==> src/rtl/sync_filter_bank.sv <==
`default_nettype none
// ============================================================================
// sync_filter_bank : per-channel synchroniser chain, debounce filter and
//                    registered rise/fall/any-change edge pulses.
// Revision 1.0 - initial release
// ============================================================================
module sync_filter_bank #(
    parameter int CHANNELS      = 4,
    parameter int STAGES        = 2,
    parameter int FILTER_CYCLES = 4
) (
    input  logic                clk,
    input  logic                rst,
    input  logic [CHANNELS-1:0] async_in,
    input  logic                filter_en,
    output logic [CHANNELS-1:0] data_out,
    output logic [CHANNELS-1:0] rise_pulse,
    output logic [CHANNELS-1:0] fall_pulse,
    output logic                any_change
);

    localparam int                 c_CNT_W = $clog2(FILTER_CYCLES + 1);
    localparam logic [c_CNT_W-1:0] c_LAST  = c_CNT_W'(FILTER_CYCLES - 1);
    localparam logic [c_CNT_W-1:0] c_ONE   = c_CNT_W'(1);

    logic [CHANNELS-1:0] w_rise_d;
    logic [CHANNELS-1:0] w_fall_d;
    logic                any_change_q;

    for (genvar i = 0; i < CHANNELS; i++) begin : g_chan
        logic [STAGES-1:0]  sync_q;
        logic [c_CNT_W-1:0] cnt_q;
        logic [c_CNT_W-1:0] cnt_d;
        logic               out_q;
        logic               out_d;
        logic               rise_q;
        logic               fall_q;
        logic               w_s;

        assign w_s = sync_q[STAGES-1];

        // A mismatch must persist for FILTER_CYCLES consecutive cycles; any
        // return to the current level drops the count back to zero.
        always_comb begin
            out_d = out_q;
            cnt_d = '0;
            if (!filter_en) begin
                out_d = w_s;
            end else if (w_s != out_q) begin
                if (cnt_q == c_LAST) begin
                    out_d = w_s;
                end else begin
                    cnt_d = cnt_q + c_ONE;
                end
            end
        end

        assign w_rise_d[i] = out_d & ~out_q;
        assign w_fall_d[i] = ~out_d & out_q;

        always_ff @(posedge clk) begin
            if (rst) begin
                sync_q <= '0;
                cnt_q  <= '0;
                out_q  <= 1'b0;
                rise_q <= 1'b0;
                fall_q <= 1'b0;
            end else begin
                sync_q <= {sync_q[STAGES-2:0], async_in[i]};
                cnt_q  <= cnt_d;
                out_q  <= out_d;
                rise_q <= w_rise_d[i];
                fall_q <= w_fall_d[i];
            end
        end

        assign data_out[i]   = out_q;
        assign rise_pulse[i] = rise_q;
        assign fall_pulse[i] = fall_q;
    end

    always_ff @(posedge clk) begin
        if (rst) begin
            any_change_q <= 1'b0;
        end else begin
            any_change_q <= |(w_rise_d | w_fall_d);
        end
    end

    assign any_change = any_change_q;

endmodule
`default_nettype wire

==> config.mk <==
export PLATFORM = sky130hd
export DESIGN_NAME = sync_filter_bank
export DESIGN_NICKNAME = d
export VERILOG_FILES = /design/src/rtl/sync_filter_bank.sv
export SDC_FILE = /design/constraint.sdc
export NUM_CORES = 1
export LEC_CHECK = 0
export ABC_CLOCK_PERIOD_IN_PS = 2050
export CAP_MARGIN = 20
export CORE_MARGIN = 3
export CORE_UTILIZATION = 45
export DETAILED_ROUTE_END_ITERATION = 8
export PLACE_DENSITY = 0.68
export SLEW_MARGIN = 10
export SYNTH_ARGS = -nofsm -noshare
export SYNTH_HDL_FRONTEND = slang
export SYNTH_SLANG_ARGS = --single-unit
==> constraint.sdc <==
create_clock -name clk -period 2.05 [get_ports clk]
set_input_delay 0.41 -clock clk [delete_from_list [all_inputs] [get_ports clk]]
set_output_delay 0.41 -clock clk [all_outputs]
set_load 0.05 [all_outputs]
==> impl_metrics.tcl <==
set metrics [dict create \
    status "complete, no violations" \
    cts_buffers 5 \
    grt_use_total_pct 12.8 \
    grt_max_degree 10 \
    yosysSeqAreaShare_pct 44.0 \
    crit_path_max_fanout 1 \
    io-pin-count 20 \
    crit_arrival_ns 1.44 \
    drcViolationCount 0 \
    p_total_mw 1.15 \
    num-nets-final 172 \
    dp_hpwl_mm 1.79 \
    grt_setup_unrepaired "no" \
    dr_total_vias 917 \
    nFillCells 285 \
    port_buffers 19 \
    period_needed_ns 1.85 \
    tightestPinTransition_ns 0.499 \
    grt_pass1_vias 915 \
    viasPerCell 4.75 \
    n_antenna_cell 0 \
    finalMaxSlewViolations 0 \
    drt-wirelength-per-cell_microns 11.9 \
    die_x_microns 63.7 \
    path_clk_slew_ns 0.09 \
    postSynthAreaPerCell_sq_um 11.5 \
    finalCritPeriodShare_pct 90.3 \
    synth-seq-cells 33 \
    crit_family "buffers and inverters" \
    layout_common_cells "dfxtp_1 (33), ha_1 (16), clkdlybuf4s50_1 (15)" \
    syn_inst 131 \
    cp_cell_sequence "clkdlybuf4s50_1" \
    fmax_mhz 540 \
    setup_ws_ns 0.199 \
    root_buffer "clkbuf_4" \
    wirelength_mm 2.30 \
    power.density_mw_per_mm2 664 \
    worstHoldPathType "flip-flop to flip-flop" \
    cp_data_required_time_ns 1.64 \
    ys_types 19 \
    cts_htree_levels 2 \
    fp-row-count 20 \
    critPathLaunchType "flip-flop" \
    drv_cap 0 \
    post-place-ws_ns -0.0180 \
    path_class "flip-flop to primary output" \
    die_area_sq_mm 0.00406 \
    yosys_warnings 0 \
    synthesis.nets 154 \
    initial_utilization_pct 48.0 \
    ant_nets 0 \
    crit_buf_inv 1 \
    die_h_microns 63.7 \
    setup_violations 0 \
    cts_tree "built" \
    slowest_delay_ns 0.79 \
    overflow 0 \
    place_congestion 0.752 \
    clock_tree.buffer_depth 2 \
    clock_latency_ns 0.33 \
    drt_iter0_drc 33 \
    p_leak_nw 0.734 \
    hold_viol 0 \
    cts_sinks 33 \
    slowest_stage "clkdlybuf4s50_1" \
    layout_commonest_cell "dfxtp_1" \
    vdd_drop_max_uv 305 \
    syn2layout_area_growth_pct 15.8 \
    core_area_sq_mm 0.00313 \
    grt_pass1_wl_mm 3.97 \
    setup.worst_path.end_class "primary output" \
    dr.pass1.iters 4 \
    antenna_found_initial 0 \
    drive_above_1_share_pct 18.8 \
    slew_headroom_pct 66.6 \
    finClkSkew_ns 0.00780 \
    netlist_area_sq_mm 0.00150 \
]
-- cell usage after synthesis --
cell type	instances	area [sq um]
nor4_1	8	50.1
buf_6	1	11.3
xnor2_1	4	35.0
mux2_2	2	22.5
mux2i_1	4	40.0
inv_1	9	33.8
nand2b_1	5	31.3
buf_4	14	105
clkbuf_1	1	3.75
nor4b_2	4	60.1
nor2b_4	2	27.5
a31o_2	4	35.0
dfxtp_1	33	661
nor4bb_1	4	40.0
a41oi_1	1	8.76
ha_1	16	200
nor2b_1	12	75.1
and2b_1	5	37.5
mux2_1	2	22.5
-- logic make-up after synthesis --
family,after synthesis,synth area share [%]
buf+inv,25,10.3
compound gates,5,2.92
simple gates,40,21.4
flops,33,44.0
xor+xnor,4,2.34
mux,8,5.67
fa+ha+maj,16,13.3
-- metrics by stage --
stage / cells / hold slack, ns / TNS [ns] / cell area [sq um] / utilization (%)
2_1_floorplan: 131 / 0.407 / 0 / 1500 / -
3_3_place_gp: 186 / 0.415 / 0 / 1680 / 53.7
3_5_place_dp: 186 / 0.421 / -0.0180 / 1680 / 53.7
4_1_cts: 193 / 0.434 / 0 / 1730 / 55.4
5_1_grt: 193 / 0.458 / 0 / 1740 / 55.5
6_report: 193 / 0.431 / 0 / 1740 / 55.5
-- report_power, final --
group          internal, mW  switching (mW)
Sequential            0.657          0.0105
Clock                 0.162           0.200
Combinational        0.0592          0.0651
-- registers in the layout, summed over array words and instances (netlist names) --
register,cells
any_change,1
g_chan.sync_q,8
g_chan.out_q,4
g_chan.fall_q,4
g_chan.rise_q,4
g_chan.cnt_q,12
-- per-layer routing --
layer | track usage [%] | wire length (microns) | up-vias
met5 | 0 | 0 | -
met4 | 7.28 | 59 | 0
met3 | 3.87 | 95 | 8
met2 | 21.6 | 1110 | 19
met1 | 14.1 | 1030 | 423
li1 | - | - | 467
-- area by class of cell --
type                            instances  area (sq um)  area share (%)
Inverter                                9          33.8            1.95
Multi-Input combinational cell         73           686            39.5
Tap cell                               44          55.1            3.17
Sequential cell                        33           661            38.0
Clock buffer                            7          55.1            3.17
Timing Repair Buffer                   27           246            14.2
-- timing repair --
item | in CTS | in global routing
buffers inserted | 0 | 0
hold buffers | 0 | 0
setup endpoints to repair | 1 | 1
resized for setup | 1 | 1
hold endpoints to repair | 0 | 0
gates cloned | 0 | 0
-- worst paths after layout --
kind                            from                 end  slack [ns]  depth (start not counted)
setup / recovery          any_change          any_change        0.20                          1
hold reg to reg   g_chan[3].cnt_q[0]  g_chan[3].cnt_q[0]        0.43                          1
setup reg to reg  g_chan[1].cnt_q[0]          any_change        0.24                          6
hold / removal    g_chan[3].cnt_q[0]  g_chan[3].cnt_q[0]        0.43                          1
Note: power is estimated with default switching activity, not from simulation.
==> patch: new RTL, config.mk and constraints unchanged <==
Reset style: asynchronous (`rst`), changed in 2 clocked blocks.
--- a/src/rtl/sync_filter_bank.sv
+++ b/src/rtl/sync_filter_bank.sv
@@ -60,3 +60,3 @@
 
-        always_ff @(posedge clk) begin
+        always_ff @(posedge clk or posedge rst) begin
             if (rst) begin
@@ -81,3 +81,3 @@
 
-    always_ff @(posedge clk) begin
+    always_ff @(posedge clk or posedge rst) begin
         if (rst) begin
Behaviour: differs if rst is asserted again (counterexample within 4 cycles, from zero or initial values and one cycle with rst high); with rst held inactive, the same outputs for 10 cycles.
==> patch against the original RTL <==
- setup slack got worse by 0.026 ns
- cell area down 9.1%
- wire length decreased by 13%
- die area down 6.4%
- synthesized area is 7.1% lower
- sequential cell count stayed put
- sequential share of layout area is 14 points higher
- critical endpoint is now rise_pulse[1]
- largest cell class is now sequential cells
- highest routed layer unchanged
Power is not compared: it rests on default switching activity, and its combinational part moved more than twofold at a synthesized area within 25%.
==> patch: results (changes against the original RTL) <==
Yosys
  – Synth warn: 0 (unchanged)
  – Top post-synthesis cells by count: dfrtp_1 (33), buf_4 (13), ha_1 (12), nand2_1 (12), nor3b_2 (6)
  – Syn nets: 123 (-20%)
  – Sequential share of the synthesized area: 59.25% (+15 points)
  – Most numerous cell in the Yosys netlist: dfrtp_1
  – Compound-gate portion of the synthesized area: 0% (-2.9 points)
  – Number of synthesized flops with an enable pin: 0 (unchanged)
  – Asr flop ratio synth: 100.0% (+100 points)
  – Multiplexer share of the synthesized area: 6.104% (+0.43 points)
  – Mapped Cells: 104 (-21%)
  – Synth unique cells: 13 (-6)
  – Synth Area in XOR/XNOR: 2.513% (+0.18 points)
  – Synth top area cells: dfrtp_1 (59%), ha_1 (11%), buf_4 (7.0%), nor3b_2 (5.4%), mux2_2 (3.2%)
  – Adder-Cell Fraction of Synth Area: 10.77% (-2.6 points)

Route
  – First-pass DRT Iterations: 4 (unchanged)
  – WL/cell: 13.34 µm (+12%)
  – Via density: 4.767 (+0.32%)
  – DRT Wirelength: 2001 µm (-13%)
  – Initial DRC Count: 39 (+18%)

Worst hold path
  – HP Class: flop to flop
  – Worst Min Path Start: g_chan[1].sync_q[0]$_DFF_PP0_

STA
  – Rel. slew slack: 66.90% (+0.31 points)
  – Final setup fails: 0 (unchanged)
  – Hold Fails Final Rpt: 0 (unchanged)
  – Clock Skew: 0.009185 ns (+0.001388 ns)

Clock tree
  – H-tree levels: 2 (unchanged)
  – Clk slew on worst S/H paths: 0.10 ns
  – Root buffer cell: clkbuf_4
  – TritonCTS Buffers: 5 (unchanged)
  – Worst-skew pair later-pin latency: 0.33 ns (about the same)
  – Clock buffer depth: 2 (unchanged)

Worst setup path
  – Reg-to-Reg Start: g_chan[1].cnt_q[0]$_DFF_PP0_
  – CP max stage delay: 0.79 ns (about the same)
  – Critical-path top delay cell: clkdlybuf4s50_1
  – Worst endpoint data arrival time: 1.47 ns (+0.03 ns)
  – Largest delay share family, worst path: buffers and inverters
  – Crit path from: g_chan[1].rise_q$_DFF_PP0_
  – Worst-path maximum fanout: 1 (unchanged)

Run status
  – Outcome: complete, no violations

GRT
  – Total GRT Usage: 13.67% (+0.92 points)
  – Initial antenna violation count: 0 (unchanged)
  – First-pass GRT wire length: 3525 µm (-11%)
  – Largest net degree at the start of global routing: 34 (+24)
  – GR Overflow Total: 0 (unchanged)
  – Vias in the first global route: 768 (-16%)

Finish
  – Diodes inserted: 0 (unchanged)
  – Top Registers: g_chan.cnt_q: 12 flops, g_chan.sync_q: 8 flops
  – Layout cells sized above 1: 15.13% (-3.7 points)

Place
  – DP HPWL: 1410 µm (-21%)
  – Routability cong.: 0.7526 (about the same)
  – Placed insts: 142 (-24%)
  – Port Buffers: 19 (unchanged)

Power
  – Pleak: 0.7816 nW
  – Peak supply drop: 0.5001 mV
==> patch: cell families (layout without fill, tap and decap cells) <==
kind of cell | count (synthesis) | in the layout
fa+ha+maj | 12 | 12
mux | 8 | 8
xor+xnor | 4 | 4
flops | 33 | 33
buf+inv | 18 | 33
simple gates | 29 | 29
==> patch: cell type report <==
cell class                 count  area [µm²]
clock buffer                   6       41.29
inverter                       5       18.77
fill                         248        1274
multi-input combinational     53       451.7
timing repair buffer          20       192.7
clock inverter                 2       10.01
tap                           31       38.79
sequential                    33       825.8
==> patch: path summary, 6_finish.rpt <==
check                                                 to  slack, ns  depth (start not counted)
max in group asynchronous   g_chan[0].cnt_q[0]$_DFF_PP0_       1.29                          3
min reg2reg                g_chan[1].sync_q[1]$_DFF_PP0_       0.35                          0
min in group asynchronous  g_chan[1].sync_q[1]$_DFF_PP0_       0.46                          3
max                                        rise_pulse[1]       0.17                          1
min                        g_chan[1].sync_q[1]$_DFF_PP0_       0.35                          0
max reg2reg                         any_change$_DFF_PP0_       0.39                          6
==> patch: power by group <==
part	internal, W	total, W	switching [W]	leakage (nW)
Clock	0.000130	0.000339	0.000208	0.0320
Combinational	0.0000962	0.000273	0.000177	0.334
Sequential	0.000700	0.000733	0.0000324	0.415
Total	0.000927	0.00134	0.000418	0.782
==> patch: what timing repair did <==
| item | 4_1_cts | 5_1_grt |
|---|---|---|
| setup buffers | 0 | 0 |
| resized for setup | 4 | 0 |
| setup endpoints to repair | 4 | 0 |
| endpoints found under the hold margin | 0 | 0 |
==> patch: through the flow <==
step	setup WS (ns)	util [%]	area (µm²)
3_5_place_dp	0.01968	53.73	1533
4_1_cts	0.1312	55.35	1579
6_report	0.1728	55.35	1579
3_3_place_gp	0.05891	53.73	1533
2_1_floorplan	0.5411	-	1394
5_1_grt	0.09147	55.35	1579
==> patch: layer usage <==
metal  vias to the layer above  part of all wire, %  GRT usage (%)
li1                        354                    -              -
met1                       338                   44          16.25
met2                        18                   48          19.88
met3                         5                  6.0          6.709
met4                         0                  1.8          8.182
met5                         -                    0              0
